File: src/rtl/ps2_pkg.sv
// Shared constants and helpers for the PS/2 line watchdog.
package ps2_pkg;

   // Default thresholds in 50 MHz clock cycles
   localparam int unsigned T150US_50M  = 7500;
   localparam int unsigned T1200US_50M = 60000;

   // Edge selections for EDGE_MODE
   localparam int unsigned EDGE_FALL = 0;
   localparam int unsigned EDGE_RISE = 1;
   localparam int unsigned EDGE_BOTH = 2;

   // True when the transition prev -> cur matches the selected edge
   function automatic logic edge_match(input int unsigned mode,
                                       input logic        prev,
                                       input logic        cur);
      logic fall;
      logic rise;
      fall = prev & ~cur;
      rise = ~prev & cur;
      case (mode)
         EDGE_FALL: return fall;
         EDGE_RISE: return rise;
         default:   return fall | rise;
      endcase
   endfunction

endpackage

File: src/rtl/ps2_edge_detect.sv
// Synchronises the raw PS/2 clock line and emits a registered one-cycle
// pulse for each edge of the selected polarity. The line is tracked even
// while disabled so re-enabling never fires on a stale transition.
module ps2_edge_detect
   import ps2_pkg::*;
#(
   parameter int unsigned SYNC_STAGES = 2,
   parameter int unsigned EDGE_MODE   = EDGE_FALL
) (
   input  logic clk,
   input  logic reset,
   input  logic ps2_clk,
   input  logic enable,
   output logic edge_pulse
);

   // Parameter sanity
   if (SYNC_STAGES < 2) begin : g_bad_sync
      $error("ps2_edge_detect: SYNC_STAGES must be at least 2");
   end
   if (EDGE_MODE > EDGE_BOTH) begin : g_bad_mode
      $error("ps2_edge_detect: EDGE_MODE must be 0, 1 or 2");
   end

   logic [SYNC_STAGES-1:0] sync_q;
   logic                   prev_q;
   logic                   line_c;

   assign line_c = sync_q[SYNC_STAGES-1];

   // Synchroniser chain, idle-high on reset
   always_ff @(posedge clk or negedge reset) begin
      if (!reset) begin
         sync_q <= '1;
      end else begin
         sync_q <= {sync_q[SYNC_STAGES-2:0], ps2_clk};
      end
   end

   // Previous synchronised value and registered edge pulse
   always_ff @(posedge clk or negedge reset) begin
      if (!reset) begin
         prev_q     <= 1'b1;
         edge_pulse <= 1'b0;
      end else begin
         prev_q     <= line_c;
         edge_pulse <= enable & edge_match(EDGE_MODE, prev_q, line_c);
      end
   end

endmodule

File: src/rtl/ps2_watchdog_timer.sv
// PS/2 clock-line inactivity watchdog: saturating counter cleared by the
// selected line edge or a software restart, with short (bit-gap) and long
// (bus-idle / host-request) threshold flags.
// Optional sticky timeout flag enabled by defining PS2_WDT_STICKY_EN.
module ps2_watchdog_timer
   import ps2_pkg::*;
#(
   parameter int unsigned CNT_W       = 16,
   parameter int unsigned T_SHORT     = T150US_50M,
   parameter int unsigned T_LONG      = T1200US_50M,
   parameter int unsigned EDGE_MODE   = EDGE_FALL,
   parameter int unsigned SYNC_STAGES = 2
) (
   input  logic             clk,
   input  logic             reset,
   input  logic             ps2_clk,
   input  logic             enable,
   input  logic             restart,
`ifdef PS2_WDT_STICKY_EN
   input  logic             timeout_clr,
   output logic             timeout_sticky,
`endif
   output logic             edge_pulse,
   output logic             timer_short_done,
   output logic             timer_long_done,
   output logic             bus_idle,
   output logic [CNT_W-1:0] count
);

   // Parameter sanity
   if (T_SHORT >= T_LONG) begin : g_bad_thresh
      $error("ps2_watchdog_timer: T_SHORT must be below T_LONG");
   end
   if (64'(T_LONG) >= (64'd1 << CNT_W)) begin : g_bad_width
      $error("ps2_watchdog_timer: T_LONG does not fit in CNT_W bits");
   end

   localparam logic [CNT_W-1:0] SHORT_V = CNT_W'(T_SHORT);
   localparam logic [CNT_W-1:0] LONG_V  = CNT_W'(T_LONG);

   logic [CNT_W-1:0] count_c;

   // Line synchroniser and edge filter
   ps2_edge_detect #(
      .SYNC_STAGES (SYNC_STAGES),
      .EDGE_MODE   (EDGE_MODE)
   ) u_edge (
      .clk        (clk),
      .reset      (reset),
      .ps2_clk    (ps2_clk),
      .enable     (enable),
      .edge_pulse (edge_pulse)
   );

   // Next count: disable, then clear, then increment, else saturate
   always_comb begin
      count_c = count;
      if (!enable) begin
         count_c = '0;
      end else if (restart || edge_pulse) begin
         count_c = '0;
      end else if (count < LONG_V) begin
         count_c = count + CNT_W'(1);
      end else begin
         count_c = LONG_V;
      end
   end

   // Counter and threshold flags, registered from the next count so each
   // flag lines up with the cycle the count shows the threshold value
   always_ff @(posedge clk or negedge reset) begin
      if (!reset) begin
         count            <= '0;
         timer_short_done <= 1'b0;
         timer_long_done  <= 1'b0;
         bus_idle         <= 1'b0;
      end else begin
         count            <= count_c;
         timer_short_done <= (count_c == SHORT_V);
         timer_long_done  <= (count_c == LONG_V) && (count != LONG_V);
         bus_idle         <= (count_c == LONG_V);
      end
   end

`ifdef PS2_WDT_STICKY_EN
   // Sticky timeout: a long-timeout pulse beats a coincident clear
   always_ff @(posedge clk or negedge reset) begin
      if (!reset) begin
         timeout_sticky <= 1'b0;
      end else if (timer_long_done) begin
         timeout_sticky <= 1'b1;
      end else if (timeout_clr) begin
         timeout_sticky <= 1'b0;
      end
   end
`endif

endmodule

File: config.mk
export PLATFORM = sky130hd
export DESIGN_NAME = ps2_watchdog_timer
export DESIGN_NICKNAME = d
export VERILOG_FILES = /design/src/rtl/ps2_pkg.sv /design/src/rtl/ps2_edge_detect.sv /design/src/rtl/ps2_watchdog_timer.sv
export SDC_FILE = /design/constraint.sdc
export NUM_CORES = 1
export LEC_CHECK = 0
export BUFFER_PORTS_ARGS = -buffer_cell sky130_fd_sc_hd__buf_2
export CORE_MARGIN = 2
export CORE_UTILIZATION = 55
export DETAILED_ROUTE_END_ITERATION = 10
export PLACE_DENSITY_LB_ADDON = 0.05
export REMOVE_ABC_BUFFERS = 1
export SETUP_SLACK_MARGIN = 0.1
export SLEW_MARGIN = 40
export SYNTH_ARGS = -nofsm -noshare
export SYNTH_HDL_FRONTEND = slang
export SYNTH_HIERARCHICAL = 1
export SYNTH_SLANG_ARGS = --single-unit
File: constraint.sdc
create_clock -name clk -period 2.72 [get_ports clk]
set_input_delay 0.408 -clock clk [delete_from_list [all_inputs] [get_ports clk]]
set_output_delay 0.408 -clock clk [all_outputs]
set_load 0.02 [all_outputs]
Word-level counts from Yosys, hierarchy flattened

Index checks and enable logic that the tools add are counted.

Add/sub/neg operators: 1
Multiply operators: 0
Divide/modulo/power cells: 0
Magnitude comparators: 1
Equal/unequal tests: 3
Shift operators: 0
Multiplexer cells: 3
Bitwise logic cells: 3
Reduce and logical (&&, ||, !) cells: 2

Operators by type and width:

| operator                | number |
|---|---|
| $mux W16                | 3 |
| $add A16 B1 Y16 const B | 1 |
| $eq A16 B13 Y1 const B  | 1 |
| $eq A16 B16 Y1 const B  | 1 |
| $lt A16 B16 Y1 const B  | 1 |
| $ne A16 B16 Y1 const B  | 1 |
| $and A1 B1 Y1           | 2 |
| $logic_and A1 B1 Y1     | 1 |
| $logic_or A1 B1 Y1      | 1 |
| $not A1 Y1              | 1 |

Register bits after elaboration: 23
Latch bits: 0
RAM bits: 0
Memory bits (read-only): 0
Output and inout bits: 20
Logic and storage cells: 20
Memories: 0

Logic depth before layout (Yosys ltp)

Word-level depth: 6
Depth in mapped cells: 8
Mapped depth without buffers: 7

Hierarchy

The synthesis kept the hierarchy.

By module, submodules not included:

| module             | times used | cells each | area an instance (um^2) | sequential area each (um^2) |
|---|---|---|---|---|
| ps2_watchdog_timer | 1          | 140        | 1,283.7                 | 475.5 |
| ps2_edge_detect    | 1          | 5          | 112.6                   | 103.8 |

Least setup slack after synthesis

Ideal clock, no wire load.

Path kind: register to register
Start: register count[0]
End: register timer_long_done
Setup time: 0.077 ns
Data arrival time: 2.162 ns
Required time: 2.643 ns
Setup slack: 0.481 ns
Stages on the path, launching flop included: 9
Period minus slack after synthesis: 2.239 ns
Cells stage by stage: dfrtp_1 ha_1 buf_2 nand2_1 nor3_1 mux2_1 a2111oi_2 nand3_1 a21oi_1

Cells in the longest elaborated chain, start to end: 6

Ends and longest elaborated chain:

| element                                           | line                                               | text |
|---|---|---|
| start, declared                                   | ps2_watchdog_timer.sv:27                           | `output logic [CNT_W-1:0] count` |
| start signal, assigned                            | ps2_watchdog_timer.sv:78                           | `count <= count_c;` |
| $add A16 B1 Y16 or $lt A16 B16 Y1 (tied branches) | ps2_watchdog_timer.sv:63, ps2_watchdog_timer.sv:62 |  |
| $mux W16                                          | ps2_watchdog_timer.sv:62                           | `end else if (count < LONG_V) begin` |
| $mux W16                                          | ps2_watchdog_timer.sv:60                           | `end else if (restart \|\| edge_pulse) begin` |
| $mux W16                                          | ps2_watchdog_timer.sv:58                           | `if (!enable) begin` |
| $eq A16 B16 Y1                                    | ps2_watchdog_timer.sv:80                           | `timer_long_done <= (count_c == LONG_V) && (count != LONG_V);` |
| $logic_and A1 B1 Y1 *                             | ps2_watchdog_timer.sv:80                           |  |
| end signal, assigned                              | ps2_watchdog_timer.sv:80                           |  |
| end, declared                                     | ps2_watchdog_timer.sv:25                           | `output logic timer_long_done,` |

Mark *: on every way between the ends. The rest lies on a longest branch, timed or not.

Worst setup path in the final report

Same ends and word-level chain as after synthesis.

==> impl.org <==
** Routing
- After detailed routing, the number of vias per cell comes to around 6.0.
- Overall via count from detail_route :: 1141
- In this run, the number of DRC markers left after iteration 0 of detailed routing was 30.
- Number of detailed-route iterations in the first pass :: 4
- Count of unresolved DRC violations after routing :: 0
- Number of nets with antenna violations after routing :: 0
- After detailed routing, the total wire length is ~3000 um.
- Average wire per standard cell :: approximately 16 um

** STA
- Final Hold Fails :: 0
- Maximum clock frequency :: approximately 430 MHz
- Setup violations remaining at the end of the flow were counted as 0.
- Share of the clock period used by the worst path :: approximately 85%
- Adding up every negative setup slack in the final design gives 0 ns.
- Max-slew headroom at the worst pin :: approximately two thirds
- Worst-margin pin slew :: just over 0.5 ns
- The clock arrives with roughly 0.0064 ns of skew.
- Setup repair after global routing left no endpoint under its margin.
- Number of slew-limit violations in the final report :: 0
- Minimum clock period :: roughly 2.3 ns

** CTS
- Clock tree synthesis selected as its root buffer the cell sky130_fd_sc_hd__clkbuf_4.
- Clock tree from TritonCTS :: built
- Later-pin clock latency in the skew report :: between 0.3 and 0.4 ns
- Clock sink count :: 23
- Number of buffers on the longest clock path :: 2
- Inserted Clock Buffers :: 3
- CTS built an H-tree with a depth of 1.
- Clock transition at the registers of the reported paths :: between 0.1 and 0.15 ns

** Worst hold path
- The tightest min-delay check is of the primary input to asynchronous set/reset pin type.

** Worst setup path
- By startpoint and endpoint, the worst setup path is classified as flop to flop.
- STA classifies the critical path endpoint as a flop.
- Of all nets on the critical path, the largest fanout is 10.
- Required time of the critical path :: 2.97 ns
- Data arrives at the worst endpoint at 2.55 ns.
- The worst setup path is launched from a flop.

** Floorplanning
- I/O pin cnt :: 25
- Standard-cell rows :: 18
- Placeable core region :: around 2400 um^2
- Starting density of the core :: 57.4%
- Measured along the x axis, the die boundary spans approximately 54 um.
- The die covers between 2000 and 3000 um^2.
- Die boundary height :: roughly 54 um

** Placed design
- Final Wtd Congestion :: around 0.91
- DPL Wire Length :: approximately 2200 um
- Count of placed standard cells including taps :: roughly 190
- The count of buffers added on input and output ports is 24.

** Final layout
- The count of cells in the finished layout, fillers not included, comes to between 150 and 200.
- Leaving out fill and tap cells, the most frequent cell in the layout is sky130_fd_sc_hd__buf_2.
- Total number of nets in the final design :: 169
- 0 antenna diodes ended up in the layout.
- Leaving out fill and tap cells, the most frequent cells in the layout are 24 x sky130_fd_sc_hd__buf_2, 20 x sky130_fd_sc_hd__dfrtp_1, 13 x sky130_fd_sc_hd__nor2_1.
- Share of post-route cells with drive strength above 1 :: 28.0%
- Area Growth Syn to Fin :: 8.60%
- Counting the fill cells in the layout gives 210.

** Power and ir drop
- Clock group share of total power :: between 20% and 30%
- VDD sags by at most around 0.32 mV.
- Of the total power, the share spent switching nets is 24.0%.
- Flop pwr share :: about two thirds
- In this run the static leakage power is ~0.64 nW.
- Combinational cells account for between 4 and 5% of the total power.
- The analysis attributes to net switching a power of 0.129 mW.
- For this design the ratio of total power to cell area is 356 nW/um^2.
- Internal power comes to 0.410 mW.

** Yosys
- Average cell area after synthesis :: between 9 and 10 um^2
- Post-synth ARST share :: 100%
- The most used flip-flop cell after synthesis is sky130_fd_sc_hd__dfrtp_1.
- Synthesized area :: between 1000 and 1500 um^2
- Yosys printed 6 warnings.
- Unique masters post-synth :: 45
- The cell count after synthesis came out at between 100 and 150.
- Share of synthesized area occupied by flip-flops and latches :: about two fifths
- Counting flops with a built-in enable in the synthesized netlist gives 0.
- Count of state elements after synthesis :: 23

** GRT
- The first global-routing pass estimated 4710 um of wire.
- The total overflow left after global routing is 0.
- For met3 alone, demand over resource in global routing was 2.46%.
- Global-route usage over all layers :: a little under a quarter
- Entering global routing, the biggest net connects 24 pins.
- Global-route track usage on met1 :: 33.3%
- The number of global-route vias before repair was 967.
- For this run, global-route usage on met2 was measured as approximately a third.
- Layer with the highest usage :: met2
- The initial antenna violation count came to 0.

** Run
- Across the run, the number of max-cap violations was 0.

** Outcome
- Status :: finished clean
cell families (layout without fill, tap and decap cells):
family,Yosys count,in the layout,synth area share (%)
mux,1,1,0.806
fa+ha+maj,2,2,1.79
compound gates,23,23,11.0
xor+xnor,11,11,6.90
buf+inv,17,33,6.18
simple gates,68,68,31.8
flops,23,23,41.5
layer usage:
| metal | vias to the layer above | share of wire (%) |
|---|---|---|
| li1 | 551 | - |
| met1 | 542 | 45 |
| met2 | 46 | 48 |
| met3 | 2 | 6.9 |
| met4 | 0 | 0.49 |
| met5 | - | 0 |
cell usage after synthesis (all sizes together) (2+ instances only):
library cell	instances	area, um^2
a21oi	9	48.8
a31oi	2	12.5
and3b	2	17.5
buf	11	62.6
dfrtp	20	500
dfstp	3	78.8
ha	2	25.0
inv	4	15.0
nand2	11	41.3
nand2b	2	12.5
nand3	8	52.6
nand4	6	67.6
nor2	14	55.1
nor3	8	45.0
nor4	6	71.3
o2111ai	2	17.5
o21ai	3	15.0
or2	2	12.5
or3	3	18.8
xnor2	9	78.8
xor2	2	17.5
power by group through the flow:
stage | sequential, mW | clock [mW] | combinational [mW]
after global placement | 0.358 | 0 | 0.0269
final | 0.352 | 0.161 | 0.0265
after floorplan | 0.360 | 0 | 0.00937
after CTS | 0.352 | 0.167 | 0.0275
after detailed placement | 0.358 | 0 | 0.0275
after global routing | 0.353 | 0.184 | 0.0304
critical path, stage by stage, from the launching register on:
cell                        delay, ns
sky130_fd_sc_hd__dfrtp_1         0.51
sky130_fd_sc_hd__ha_2            0.34
sky130_fd_sc_hd__nand2_1         0.11
sky130_fd_sc_hd__nor3_1          0.28
sky130_fd_sc_hd__mux2_1          0.38
sky130_fd_sc_hd__a2111oi_2       0.34
sky130_fd_sc_hd__nand3_1         0.14
sky130_fd_sc_hd__a21oi_1         0.15
sequential cells by signal, indices dropped and copies added, names as in the netlist:
name	count
u_edge/prev_q	1
count	16
timer_short_done	1
u_edge/sync_q	2
u_edge/edge_pulse	1
timer_long_done	1
bus_idle	1
per-stage QoR:
step	power [mW]	setup WS (ns)	util (%)	area [um^2]	hold WS [ns]
2_1_floorplan	0.369	0.435	-	1330	0.112
3_3_place_gp	0.385	0.425	61.1	1490	0.350
3_5_place_dp	0.386	0.362	61.1	1490	0.349
4_1_cts	0.547	0.316	62.2	1510	0.0539
5_1_grt	0.568	0.174	62.3	1520	0.0716
6_report	0.539	0.412	62.3	1520	0.0422
cell type report:
cell class                 instances  area, um^2  share of cell area, %
inverter                           5        18.8                   1.24
tap                               30        37.5                   2.48
multi-input combinational        105         733                   48.3
sequential                        23         579                   38.2
clock inverter                     1        5.00                  0.330
clock buffer                       3        22.5                   1.49
timing repair buffer              24         120                   7.92
worst paths after layout:
path,slack (ns),cells after the start,from,end
setup reg to reg,0.41,7,count[0],timer_long_done
setup / recovery,0.41,7,count[0],timer_long_done
hold reg to reg,0.37,0,u_edge/sync_q[0],u_edge/sync_q[1]
max in group asynchronous,2.32,1,reset,u_edge/sync_q[0]
min in group clk,0.17,1,ps2_clk,u_edge/sync_q[0]
hold / removal,0.04,1,reset,count[9]
what timing repair did:
action | CTS | global route
gates resized for setup | 0 | 1
hold buffers | 0 | 0
buffers inserted | 0 | 0
setup endpoints to repair | 0 | 1
No activity file was read; power rests on OpenSTA's default activity.
